**config.mk**
```make
export PLATFORM = sky130hd
export DESIGN_NAME = spi_reg_write_master_flat
export DESIGN_NICKNAME = d
export VERILOG_FILES = /design/src/rtl/spi_reg_write_master_if.sv /design/src/rtl/spi_reg_write_master.sv /design/src/flat_wrapper.sv
export SDC_FILE = /design/constraint.sdc
export NUM_CORES = 1
export LEC_CHECK = 0
export CAP_MARGIN = 40
export CORE_UTILIZATION = 35
export CTS_CLUSTER_DIAMETER = 50
export DETAILED_ROUTE_END_ITERATION = 12
export SYNTH_ARGS = -nofsm -noshare
export SYNTH_HDL_FRONTEND = slang
export SYNTH_SLANG_ARGS = --single-unit
export TNS_END_PERCENT = 5
```
**constraint.sdc**
```tcl
create_clock -name clk -period 2.45 [get_ports clk]
set_input_delay 0.49 -clock clk [delete_from_list [all_inputs] [get_ports clk]]
set_output_delay 0.49 -clock clk [all_outputs]
set_load 0.1 [all_outputs]
```
**src/rtl/spi_reg_write_master_if.sv**
```systemverilog
// ---------------------------------------------------------------------------
// spi_reg_write_master_if
//
// Bundles the requester handshake and the SPI pin signals of
// spi_reg_write_master so the controller and its surroundings share a
// single connection point.
//
// Signals
//   req_a/addr_a/data_a  requester A: level request, 7-bit address, 8-bit data
//   ack_a                1-cycle pulse: A's request accepted
//   req_b/addr_b/data_b  requester B: same rules as A
//   ack_b                1-cycle pulse: B's request accepted
//   busy                 controller is between grant and the end of the cs gap
//   err_addr             1-cycle pulse alongside ack_x for an out-of-range address
//   cs_n/sclk/copi       SPI mode-0 pins towards the peripheral
//
// Modports
//   master  the controller (consumes requests, drives acks and SPI pins)
//   slave   the system side (drives requests, observes acks and SPI pins)
// ---------------------------------------------------------------------------
interface spi_reg_write_master_if;
  logic       req_a;
  logic [6:0] addr_a;
  logic [7:0] data_a;
  logic       ack_a;

  logic       req_b;
  logic [6:0] addr_b;
  logic [7:0] data_b;
  logic       ack_b;

  logic       busy;
  logic       err_addr;

  logic       cs_n;
  logic       sclk;
  logic       copi;

  modport master (
    input  req_a, addr_a, data_a,
    input  req_b, addr_b, data_b,
    output ack_a, ack_b, busy, err_addr,
    output cs_n, sclk, copi
  );

  modport slave (
    output req_a, addr_a, data_a,
    output req_b, addr_b, data_b,
    input  ack_a, ack_b, busy, err_addr,
    input  cs_n, sclk, copi
  );
endinterface

```
**src/rtl/spi_reg_write_master.sv**
```systemverilog
// ---------------------------------------------------------------------------
// spi_reg_write_master
//
// Writes the control registers of an SPI peripheral on behalf of two on-chip
// requesters (A and B) that share one SPI link through a round-robin arbiter.
// Each accepted request becomes one 16-bit write frame
//   {1'b1, addr[6:0], data[7:0]}
// sent MSB first in SPI mode 0 (sclk idles low, copi changes on the falling
// edge, the peripheral samples on the rising edge).
//
// Parameters
//   CLK_DIV   clk cycles per sclk half-period; must be >= 4 so the
//             peripheral's 2-FF copi synchronizer settles before each rise
//   NUM_REGS  number of valid register addresses (addr >= NUM_REGS rejected);
//             must fit in the 7-bit address
//   CS_GAP    clk cycles spent in the GAP state (cs_n high, busy high) after
//             each frame; must be >= 1
//
// Ports
//   clk    system clock
//   rst_n  asynchronous active-low reset
//   bus    spi_reg_write_master_if.master: requester handshakes, busy,
//          err_addr and the cs_n/sclk/copi pins
//
// Timing
//   Every output is a flop whose next value is decoded from the current state,
//   so the pins trail the FSM by exactly one cycle:
//     req seen in IDLE -> GRANT -> ack one cycle later -> cs_n falls next cycle.
//   cs_n is low for 33*CLK_DIV cycles per frame (SETUP, 16 high and 15 low
//   phases, TAIL) with exactly 16 sclk rising edges. Between back-to-back
//   frames cs_n stays high for the CS_GAP cycles of GAP plus the IDLE and
//   GRANT cycles that arbitrate the next request.
// ---------------------------------------------------------------------------
module spi_reg_write_master #(
  parameter int CLK_DIV  = 4,
  parameter int NUM_REGS = 5,
  parameter int CS_GAP   = 2
) (
  input  logic                          clk,
  input  logic                          rst_n,
  spi_reg_write_master_if.master        bus
);

  // FSM encoding kept as plain constants for compatibility with older flows.
  localparam logic [2:0] S_IDLE  = 3'd0;
  localparam logic [2:0] S_GRANT = 3'd1;
  localparam logic [2:0] S_SETUP = 3'd2;
  localparam logic [2:0] S_SHIFT = 3'd3;
  localparam logic [2:0] S_TAIL  = 3'd4;
  localparam logic [2:0] S_GAP   = 3'd5;

  // Round-robin pointer: which requester wins when both are active.
  localparam logic RR_A = 1'b0;
  localparam logic RR_B = 1'b1;

  // One shared cycle counter times SETUP, each sclk half-period, TAIL and GAP.
  localparam int CNT_MAX = (CLK_DIV > CS_GAP) ? CLK_DIV : CS_GAP;
  localparam int CNT_W   = $clog2(CNT_MAX);

  localparam logic [CNT_W-1:0] DIV_LAST   = CNT_W'(CLK_DIV - 1);
  localparam logic [CNT_W-1:0] GAP_LAST   = CNT_W'(CS_GAP - 1);
  localparam logic [6:0]       ADDR_LIMIT = 7'(NUM_REGS);
  localparam logic [3:0]       LAST_BIT   = 4'd15;

  // FSM and datapath state
  logic [2:0]       state_q, state_d;
  logic [CNT_W-1:0] cnt_q,   cnt_d;
  logic [3:0]       bit_q,   bit_d;     // index of the bit currently on copi
  logic             phase_q, phase_d;   // sclk level inside SHIFT (1 = high)
  logic [15:0]      frame_q, frame_d;   // frame_q[15] is always the bit on copi
  logic             rr_q,    rr_d;

  // Registered outputs
  logic ack_a_q, ack_a_d;
  logic ack_b_q, ack_b_d;
  logic err_q,   err_d;
  logic busy_q,  busy_d;
  logic cs_n_q,  cs_n_d;
  logic sclk_q,  sclk_d;
  logic copi_q,  copi_d;

  // Arbitration
  logic       any_req;
  logic       win_b;
  logic [6:0] sel_addr;
  logic [7:0] sel_data;
  logic       addr_bad;

  assign any_req  = bus.req_a | bus.req_b;
  assign win_b    = bus.req_b & (~bus.req_a | (rr_q == RR_B));
  assign sel_addr = win_b ? bus.addr_b : bus.addr_a;
  assign sel_data = win_b ? bus.data_b : bus.data_a;
  assign addr_bad = (sel_addr >= ADDR_LIMIT);

  // -------------------------------------------------------------------------
  // Next-state logic
  // -------------------------------------------------------------------------
  always_comb begin
    // NOTE: every signal assigned here gets a default first, so no path
    // leaves a value unassigned and no latch is inferred.
    state_d = state_q;
    cnt_d   = cnt_q;
    bit_d   = bit_q;
    phase_d = phase_q;
    frame_d = frame_q;
    rr_d    = rr_q;
    ack_a_d = 1'b0;
    ack_b_d = 1'b0;
    err_d   = 1'b0;

    unique case (state_q)
      S_IDLE: begin
        if (any_req) begin
          state_d = S_GRANT;
        end
      end

      S_GRANT: begin
        cnt_d = '0;
        if (!any_req) begin
          // Request withdrawn before its ack: drop it silently.
          state_d = S_IDLE;
        end else begin
          ack_a_d = ~win_b;
          ack_b_d = win_b;
          rr_d    = win_b ? RR_A : RR_B;
          frame_d = {1'b1, sel_addr, sel_data};
          if (addr_bad) begin
            err_d   = 1'b1;
            state_d = S_IDLE;
          end else begin
            state_d = S_SETUP;
          end
        end
      end

      S_SETUP: begin
        if (cnt_q == DIV_LAST) begin
          cnt_d   = '0;
          bit_d   = '0;
          phase_d = 1'b1;
          state_d = S_SHIFT;
        end else begin
          cnt_d = cnt_q + 1'b1;
        end
      end

      S_SHIFT: begin
        if (cnt_q == DIV_LAST) begin
          cnt_d = '0;
          if (phase_q) begin
            // End of a high phase is the falling edge: advance copi here so
            // it is stable for the whole next rise.
            if (bit_q == LAST_BIT) begin
              state_d = S_TAIL;
            end else begin
              phase_d = 1'b0;
              bit_d   = bit_q + 4'd1;
              frame_d = {frame_q[14:0], 1'b0};
            end
          end else begin
            phase_d = 1'b1;
          end
        end else begin
          cnt_d = cnt_q + 1'b1;
        end
      end

      S_TAIL: begin
        if (cnt_q == DIV_LAST) begin
          cnt_d   = '0;
          state_d = S_GAP;
        end else begin
          cnt_d = cnt_q + 1'b1;
        end
      end

      S_GAP: begin
        if (cnt_q == GAP_LAST) begin
          cnt_d   = '0;
          state_d = S_IDLE;
        end else begin
          cnt_d = cnt_q + 1'b1;
        end
      end

      default: begin
        state_d = S_IDLE;
      end
    endcase
  end

  // -------------------------------------------------------------------------
  // Output decode: pin values follow the current state, registered below.
  // -------------------------------------------------------------------------
  always_comb begin
    cs_n_d = 1'b1;
    sclk_d = 1'b0;
    copi_d = 1'b0;
    busy_d = (state_q != S_IDLE);

    unique case (state_q)
      S_SETUP: begin
        cs_n_d = 1'b0;
        copi_d = frame_q[15];
      end
      S_SHIFT: begin
        cs_n_d = 1'b0;
        sclk_d = phase_q;
        copi_d = frame_q[15];
      end
      S_TAIL: begin
        cs_n_d = 1'b0;
      end
      default: begin
        cs_n_d = 1'b1;
      end
    endcase
  end

  // -------------------------------------------------------------------------
  // State and output registers
  // -------------------------------------------------------------------------
  always_ff @(posedge clk or negedge rst_n) begin
    if (!rst_n) begin
      state_q <= S_IDLE;
      cnt_q   <= '0;
      bit_q   <= '0;
      phase_q <= 1'b0;
      frame_q <= '0;
      rr_q    <= RR_A;
      ack_a_q <= 1'b0;
      ack_b_q <= 1'b0;
      err_q   <= 1'b0;
      busy_q  <= 1'b0;
      cs_n_q  <= 1'b1;
      sclk_q  <= 1'b0;
      copi_q  <= 1'b0;
    end else begin
      // NOTE: non-blocking assignments make every flop sample the values
      // from before this edge, independent of statement order.
      state_q <= state_d;
      cnt_q   <= cnt_d;
      bit_q   <= bit_d;
      phase_q <= phase_d;
      frame_q <= frame_d;
      rr_q    <= rr_d;
      ack_a_q <= ack_a_d;
      ack_b_q <= ack_b_d;
      err_q   <= err_d;
      busy_q  <= busy_d;
      cs_n_q  <= cs_n_d;
      sclk_q  <= sclk_d;
      copi_q  <= copi_d;
    end
  end

  assign bus.ack_a    = ack_a_q;
  assign bus.ack_b    = ack_b_q;
  assign bus.err_addr = err_q;
  assign bus.busy     = busy_q;
  assign bus.cs_n     = cs_n_q;
  assign bus.sclk     = sclk_q;
  assign bus.copi     = copi_q;

endmodule
```
**src/flat_wrapper.sv**
```systemverilog
// flat-port wrapper written by rule: the top's interface ports become plain ports
module spi_reg_write_master_flat 
#(
  parameter int CLK_DIV  = 4,
  parameter int NUM_REGS = 5,
  parameter int CS_GAP   = 2
)
  (clk, rst_n, bus_req_a, bus_addr_a, bus_data_a, bus_req_b, bus_addr_b, bus_data_b, bus_ack_a, bus_ack_b, bus_busy, bus_err_addr, bus_cs_n, bus_sclk, bus_copi);
  spi_reg_write_master_if bus_i ();
  input  logic clk;
  input  logic rst_n;
  input wire logic [$bits(bus_i.req_a)-1:0] bus_req_a;
  input wire logic [$bits(bus_i.addr_a)-1:0] bus_addr_a;
  input wire logic [$bits(bus_i.data_a)-1:0] bus_data_a;
  input wire logic [$bits(bus_i.req_b)-1:0] bus_req_b;
  input wire logic [$bits(bus_i.addr_b)-1:0] bus_addr_b;
  input wire logic [$bits(bus_i.data_b)-1:0] bus_data_b;
  output wire logic [$bits(bus_i.ack_a)-1:0] bus_ack_a;
  output wire logic [$bits(bus_i.ack_b)-1:0] bus_ack_b;
  output wire logic [$bits(bus_i.busy)-1:0] bus_busy;
  output wire logic [$bits(bus_i.err_addr)-1:0] bus_err_addr;
  output wire logic [$bits(bus_i.cs_n)-1:0] bus_cs_n;
  output wire logic [$bits(bus_i.sclk)-1:0] bus_sclk;
  output wire logic [$bits(bus_i.copi)-1:0] bus_copi;
  assign bus_i.req_a = bus_req_a;
  assign bus_i.addr_a = bus_addr_a;
  assign bus_i.data_a = bus_data_a;
  assign bus_i.req_b = bus_req_b;
  assign bus_i.addr_b = bus_addr_b;
  assign bus_i.data_b = bus_data_b;
  assign bus_ack_a = bus_i.ack_a;
  assign bus_ack_b = bus_i.ack_b;
  assign bus_busy = bus_i.busy;
  assign bus_err_addr = bus_i.err_addr;
  assign bus_cs_n = bus_i.cs_n;
  assign bus_sclk = bus_i.sclk;
  assign bus_copi = bus_i.copi;
  spi_reg_write_master #(.CLK_DIV(CLK_DIV), .NUM_REGS(NUM_REGS), .CS_GAP(CS_GAP)) u_core (.clk(clk), .rst_n(rst_n), .bus(bus_i));
endmodule
```
==> results.toml, run 1 <==
[status]
status = "completed"

[pwr]
p_switching_uw = 1194
ir_drop_mv = 0.5383
power_density_nw_per_um2 = 1156
p_int_uw = 1687
switching_share = 0.4144
seq_power_share = 0.349
p_leak_uw = 0.001072
comb_power_share = 0.476
clkPwrFrac = 0.175

[synth]
ys_seq_area_frac = 0.4335
syn_avg_cell_area_um2 = 9.635
yosys_warnings = 0
synth_cell_types = 45
ys_seq_elements = 34
async_flop_share = 1.000
synth-main-ff-cell = "dfrtp_1"
syn_area_um2 = 1966
syn_inst = 204
synth_edf_count = 0
syn_nets = 242

[detailed_routing]
drcViolationCount = 0
num_vias = 1597
first_pass_iters = 4
wire_per_inst_um = 13.78
routed_via_density = 5.119
drt_iter0_drc = 59
routed_wirelength_mm = 4.299
ant_nets = 0

[placement]
gp_congestion = 0.7572
dp_hpwl_mm = 3.031
io_buffers = 40
placed_area_um2 = 2384

[worst_setup_path]
cp_cell_sequence = "ha_1 > nand2_1 > or3_4 > nand2_4 > mux2_2"
worst_setup_path_start_kind = "flop"
worstSetupEndpointType = "flop"
timing.reg2reg.setup_slack_ps = 420
cp-startpoint = "u_core.cnt_q[0]"
critical-path-max-stage-delay_ps = 480
worstPathRequired_ps = 2620
rr_endpoint = "u_core.frame_q[9]"
r2r_cells = 5
worstSetupPathType = "flop to flop"
arrival_ps = 2200
cp_max_fo = 14
rr_startpoint = "u_core.cnt_q[0]"
slowest_stage = "dfrtp_1"

[layout]
design_area_um2 = 2492
antenna_cells = 0
final_nets = 279
area_growth_syn_to_layout_pct = 26.80
layout_common_cells = "33 x clkdlybuf4s50_1, 33 x dfrtp_1, 26 x nor2_1"
layout-drive-gt1-share = 0.1736

[timing]
slew_headroom = 0.5825
finalCritPeriodShare = 0.8289
setup_viol = 0
hold_viol_final = 0
min_period_ps = 2031
worst_pin_slew_ps = 626.2
rsz0062_at_grt = "false"
drv_slew = 0
clock.fmax_mhz = 492.4
finalClockSkew_ps = 4.206
final.setup.tns_ps = 0

[global_routing]
antenna_found_initial = 0
grt.overflow.total = 0
first_global_vias = 1556
grt_start_max_net_pins = 35
grt_use_met2 = 0.2429
globalRouteMet3Util = 0.04405
busiest_layer = "met2"
grt_use_total = 0.1585
use_met1 = 0.2142
grt_pass1_wl_mm = 7.355

[hold_path]
hp-start = "u_core.frame_q[14]"
min_path_cells = 2
hold_path_class = "flop to flop"
worst_hold_path.endpoint = "u_core.frame_q[15]"

[clock_tree]
cts.sinks = 34
tritoncts = "built"
cts_max_level = 2
postCtsSetupBuffers = 0
hold_buffers = 0
ctsResizeCount = 0
clk_pin_slew_ps = 70
root_buffer = "clkbuf_8"
clock_latency_ps = 280
cts_buffers = 5
cts.path.max_buffers = 2

[run]
maxCapViolations = 0

[die]
die_area_um2 = 5920
boundaryPins = 41
die_h_um = 76.94
row_count = 26
die_w_um = 76.94
start_util = 0.3730
coreArea_um2 = 5270
-- cell type report --
class                   count  area (um^2)
clock buffers               5        68.82
clock inverters             3        40.04
fillers                   520         2778
inverters                   6        22.52
multi-input cells         150         1008
flip-flops and latches     34        852.1
well taps                  70        87.58
repair buffers             44        412.9
-- power groups by stage --
stage | clock (uW) | combinational (uW) | sequential (uW)
6_report | 504 | 1370 | 1000
5_1_grt | 553 | 1490 | 1050
4_1_cts | 521 | 1380 | 1010
3_5_place_dp | 0 | 1390 | 1010
3_3_place_gp | 0 | 1370 | 1010
2_1_floorplan | 0 | 873 | 1250
-- kinds of logic after synthesis --
family | count (synthesis) | share of synthesized area
AND/OR/NAND/NOR | 72 | 0.1935
buffers and inverters | 20 | 0.05347
adder cells (fa/ha/maj) | 4 | 0.02546
multiplexers | 19 | 0.1260
flip-flops | 34 | 0.4335
AO/OA/AOI/OAI | 55 | 0.1680
-- metrics by stage --
step	power, uW	hold WS [ps]	setup WS, ps	std cells	utilization
3_3_place_gp	2379	472.7	381.8	304	0.4523
5_1_grt	3087	539.8	265.1	312	0.4729
4_1_cts	2912	509.0	402.1	312	0.4729
3_5_place_dp	2395	485.1	341.9	304	0.4523
6_report	2881	502.6	419.2	312	0.4729
2_1_floorplan	2124	194.4	615.6	204	-
-- state kept, by name, summed over array words and instances, names as in the netlist --
name,flops
u_core.bus.err_addr,1
u_core.bus.cs_n,1
u_core.bus.copi,1
u_core.rr_q,1
u_core.frame_q,16
u_core.bus.ack_b,1
u_core.bus.ack_a,1
u_core.bus.sclk,1
u_core.state_q,3
u_core.phase_q,1
u_core.bus.busy,1
u_core.cnt_q,2
u_core.bit_q,4
-- layer usage --
metal | part of all wire | up-vias | wire, um
met2 | 0.45 | 42 | 1947
met3 | 0.041 | 4 | 177
met5 | 0 | - | 0
met1 | 0.50 | 736 | 2131
li1 | - | 815 | -
met4 | 0.010 | 0 | 43
-- synth_stat cells, drive strengths merged (2+ instances only) --
cell / instances / area share
nand4: 2 / 0.0064
mux2: 16 / 0.11
mux2i: 3 / 0.015
nand2: 9 / 0.022
o31ai: 2 / 0.0076
inv: 6 / 0.011
nor2: 26 / 0.050
nand3: 17 / 0.043
nor3b: 2 / 0.010
clkbuf: 8 / 0.015
a21o: 2 / 0.0076
nor4: 3 / 0.0095
dfrtp: 33 / 0.42
ha: 4 / 0.025
or3: 2 / 0.0089
nor3: 2 / 0.0051
o21ai: 23 / 0.059
buf: 6 / 0.027
a21oi: 7 / 0.018
a31oi: 14 / 0.045
nor2b: 2 / 0.0064
-- critical path, delay by kind of cell (launching register included) --
kind / cells / cell delay [ps]
mux: 1 / 370
flops: 1 / 480
fa+ha+maj: 1 / 330
simple gates: 3 / 750
-- how the worst max path moves through the flow --
stage                               to  slack (ps)  cells after the start
floorplan           u_core.frame_q[12]         620                      6
global placement     u_core.frame_q[4]         380                      5
detailed placement   u_core.state_q[1]         340                      5
CTS                  u_core.frame_q[9]         400                      5
global route           u_core.bit_q[1]         270                      5
finish               u_core.frame_q[9]         420                      5
No activity file was read; power rests on OpenSTA's default activity.
==> run 2: changes to the inputs <==
- clock period: 2.45 -> 1.9 ns (I/O delays scaled with it)
==> results.toml, run 2 (synthesis results as in run 1) <==
[status]
status = "completed"

[layout]
reg_top3 = "u_core.frame_q: 16 flops, u_core.bit_q: 4 flops, u_core.state_q: 3 flops"
largest_reg_flops = 16
layout-drive-gt1-share = 0.2278
final_nets = 296
layout_common_cells = "33 x clkdlybuf4s50_1, 33 x dfrtp_1, 26 x nor2_1, 26 x buf_4, 23 x o21ai_0"
design_area_um2 = 2639
top_register = "u_core.frame_q"
area_growth_syn_to_layout_pct = 34.25
antenna_cells = 0

[pwr]
p_leak_uw = 0.001158
p_total_uw = 3865
ir_drop_mv = 0.6550
power_density_nw_per_um2 = 1465

[detailed_routing]
ant_nets = 0
routed_wirelength_mm = 4.517
num_vias = 1683
wire_per_inst_um = 13.73
drt_iter0_drc = 84
routed_via_density = 5.116
drcViolationCount = 0
first_pass_iters = 4

[worst_setup_path]
worstPathRequired_ps = 2070
worstSetupPathType = "flop to flop"
worst_setup_path_start_kind = "flop"
arrival_ps = 1960
cp_max_fo = 14
timing.reg2reg.setup_slack_ps = 120
worstSetupEndpointType = "flop"

[placement]
io_buffers = 40
pre_cts_slack_ps = 2.591
dp_hpwl_mm = 3.265
gp_congestion = 0.8153
placed_area_um2 = 2536

[global_routing]
first_global_vias = 1567
grt_start_max_net_pins = 35
grt_use_total = 0.1617
antenna_found_initial = 0
grt.overflow.total = 0
grt_pass1_wl_mm = 7.424

[timing]
rsz0062_at_grt = "false"
setup_ws_ps = 118.7
final.setup.tns_ps = 0
clock.fmax_mhz = 561.4
finalClockSkew_ps = 3.622
finalCritPeriodShare = 0.9375
worst_pin_slew_ps = 627.4
drv_slew = 0
hold_viol_final = 0
setup_viol = 0
min_period_ps = 1781
slew_headroom = 0.5759

[run]
maxCapViolations = 0

[die]
coreArea_um2 = 5270
row_count = 26
start_util = 0.3730
die_h_um = 76.94
die_w_um = 76.94
die_area_um2 = 5920
boundaryPins = 41

[clock_tree]
hold_buffers = 0
cts_buffers = 5
ctsResizeCount = 0
clock_latency_ps = 290
postCtsSetupBuffers = 0
root_buffer = "clkbuf_8"
cts_max_level = 2
cts.path.max_buffers = 2
tritoncts = "built"
clk_pin_slew_ps = 70
cts.sinks = 34

[hold_path]
hold_path_class = "primary input to asynchronous set/reset pin"
run 2: power breakdown:
group          internal [uW]  switching (uW)  leakage [uW]
registers               1040             192      0.000416
clock network            292             262     0.0000482
logic                    937            1150      0.000694
run 2: routing by layer:
| layer | global-route usage | vias to the layer above | routed length (um) |
|---|---|---|---|
| li1 | - | 844 | - |
| met1 | 0.2202 | 779 | 2179 |
| met2 | 0.2366 | 53 | 2038 |
| met3 | 0.03452 | 7 | 205 |
| met4 | 0.08846 | 0 | 94 |
| met5 | 0 | - | 0 |
run 2: per-stage QoR:
stage | cells | hold slack, ps | util
after floorplan | 204 | 84.41 | -
after global placement | 321 | 474.1 | 0.4812
after detailed placement | 321 | 489.1 | 0.4812
after CTS | 329 | 498.1 | 0.4986
after global routing | 329 | 521.5 | 0.5007
final | 329 | 496.7 | 0.5007
run 2: worst paths after layout:
kind / from / end / cells after the start
worst max-delay path: u_core.bit_q[0] / u_core.frame_q[8] / 5
worst min-delay path: rst_n / u_core.cnt_q[0] / 2
worst max register to register: u_core.bit_q[0] / u_core.frame_q[8] / 5
worst min register to register: u_core.frame_q[14] / u_core.frame_q[15] / 2
max in group asynchronous: rst_n / u_core.bus.cs_n / 2
min in group clk: u_core.frame_q[14] / u_core.frame_q[15] / 2
run 2: area by class of cell:
cell class | count | area, um^2
Fill cell | 508 | 2631
Clock buffer | 7 | 86.33
Timing Repair Buffer | 61 | 565.5
Tap cell | 70 | 87.58
Clock inverter | 1 | 5.005
Multi-Input combinational cell | 150 | 1020
Sequential cell | 34 | 852.1
Inverter | 6 | 22.52
run 2: critical path, cell delays in order (launching register included):
cell and delay (ps):
dfrtp_1 390, ha_1 210, and3_1 170, or3_4 380
nand2_8 170, mux2_2 350
==> run 3: changes to the inputs <==
--- a/constraint.sdc
+++ b/constraint.sdc
@@ -3,2 +3,2 @@
 set_output_delay 0.38 -clock clk [all_outputs]
-set_load 0.1 [all_outputs]
+set_load 0.01 [all_outputs]
==> results.toml, run 3 (synthesis results as in run 1) <==
[status]
status = "completed"

[timing]
clock.fmax_mhz = 562.2
worst_pin_slew_ps = 541.4
hold_viol_final = 0
min_period_ps = 1779
slew_headroom = 0.6340
drv_slew = 0
final.setup.tns_ps = 0
finalClockSkew_ps = 6.644
setup_viol = 0
finalCritPeriodShare = 0.9362
rsz0062_at_grt = "false"
fin_hold_ws_ps = 501.2
setup_ws_ps = 121.2

[worst_setup_path]
timing.reg2reg.setup_slack_ps = 120
worst_setup_path_start_kind = "flop"
critical-path-max-stage-delay_ps = 410
slowest_stage = "or3_4"
arrival_ps = 1940
worstSetupPathType = "flop to flop"
cp_cell_sequence = "ha_2 > nand2_1 > or3_4 > nand2_8 > mux2_2"
cp_top_family = "simple AND/OR/NAND/NOR gates"
worstPathRequired_ps = 2060
cp_max_fo = 14
cp-startpoint = "u_core.cnt_q[1]"
worstSetupEndpointType = "flop"
rr_endpoint = "u_core.frame_q[10]"
path_buf_inv = 0
rr_startpoint = "u_core.cnt_q[1]"
r2r_cells = 5

[detailed_routing]
num_vias = 1705
routed_wirelength_mm = 4.381
drcViolationCount = 0
ant_nets = 0
drt_iter0_drc = 73
first_pass_iters = 4
routed_via_density = 5.182
wire_per_inst_um = 13.32

[global_routing]
grt_start_max_net_pins = 35
antenna_found_initial = 0
grt_use_total = 0.1601
grt.overflow.total = 0
grt_pass1_wl_mm = 7.479
first_global_vias = 1640

[clock_tree]
root_buffer = "clkbuf_8"
hold_buffers = 0
cts_buffers = 5
cts_max_level = 2
clk_pin_slew_ps = 70
tritoncts = "built"
cts.sinks = 34
clock_latency_ps = 280
cts.path.max_buffers = 2

[die]
start_util = 0.3730
die_w_um = 76.94
die_h_um = 76.94
die_area_um2 = 5920
coreArea_um2 = 5270
boundaryPins = 41
row_count = 26

[pwr]
power_density_nw_per_um2 = 1299
ir_drop_mv = 0.4446
p_leak_uw = 0.001138
switching_share = 0.3443
clkPwrFrac = 0.159
comb_power_share = 0.485
seq_power_share = 0.356
p_total_uw = 3419
p_switching_uw = 1177
p_int_uw = 2242

[layout]
top_register = "u_core.frame_q"
antenna_cells = 0
n_fill_cell = 519
reg_top3 = "u_core.frame_q: 16 flops, u_core.bit_q: 4 flops, u_core.state_q: 3 flops"
design_area_um2 = 2631
layout-drive-gt1-share = 0.2008
layout_commonest_cell = "clkdlybuf4s50_1"
layout_common_cells = "40 x clkdlybuf4s50_1, 33 x dfrtp_1, 26 x nor2_1"
area_growth_syn_to_layout_pct = 33.86
largest_reg_flops = 16
final_nets = 296

[run]
maxCapViolations = 0

[placement]
gp_congestion = 0.8100
pre_cts_slack_ps = -5.168
placed_area_um2 = 2529
io_buffers = 40
dp_hpwl_mm = 3.219

[hold_path]
hold_path_class = "primary input to asynchronous set/reset pin"
## run 3: cell count changes in the layout (fill, tap and decap cells not counted), sizes merged
cell,before,now
buf,28,21
clkdlybuf4s50,33,40
## run 3: per-layer routing
metal,GRT usage,wire (um)
met3,0.03333,207
met4,0.06923,79
met2,0.2563,2043
met1,0.2076,2051
met5,0,0
## run 3: cell type report
cell class	count	area, um^2	area share
Tap cell	70	87.58	0.03329
Clock buffer	7	86.33	0.03281
Timing Repair Buffer	61	558.0	0.2121
Multi-Input combinational cell	150	1020	0.3875
Sequential cell	34	852.1	0.3238
Clock inverter	1	5.005	0.001902
Inverter	6	22.52	0.008559
## run 3: worst register-to-register path, cell delays in order (launching register included)
cell and delay [ps]:
dfrtp_1 400, ha_2 250, nand2_1 90, or3_4 410, nand2_8 170, mux2_2 350
## run 3: power groups by stage
stage	logic [uW]	registers (uW)	clock network (uW)
6_report	1660	1220	542
3_5_place_dp	1660	1220	0
2_1_floorplan	1130	1220	0
4_1_cts	1670	1220	565
5_1_grt	1830	1250	593
3_3_place_gp	1630	1230	0
## run 3: per-stage QoR
step                instances    util
CTS                       329  0.4988
global placement          321  0.4798
global route              329  0.4993
detailed placement        321  0.4798
floorplan                 204       -
finish                    329  0.4993
## run 3: worst max path at each step
stage | endpoint | cells past startpoint
floorplan | u_core.frame_q[12] | 6
global placement | u_core.state_q[1] | 5
detailed placement | u_core.frame_q[6] | 5
CTS | u_core.frame_q[10] | 5
global route | u_core.state_q[0] | 6
finish | u_core.frame_q[10] | 5
## run 3: timing repair
action	in CTS	in global routing
resized for setup	1	1
endpoints found under the setup margin	4	4
buffers inserted	0	0
pin swaps	0	0
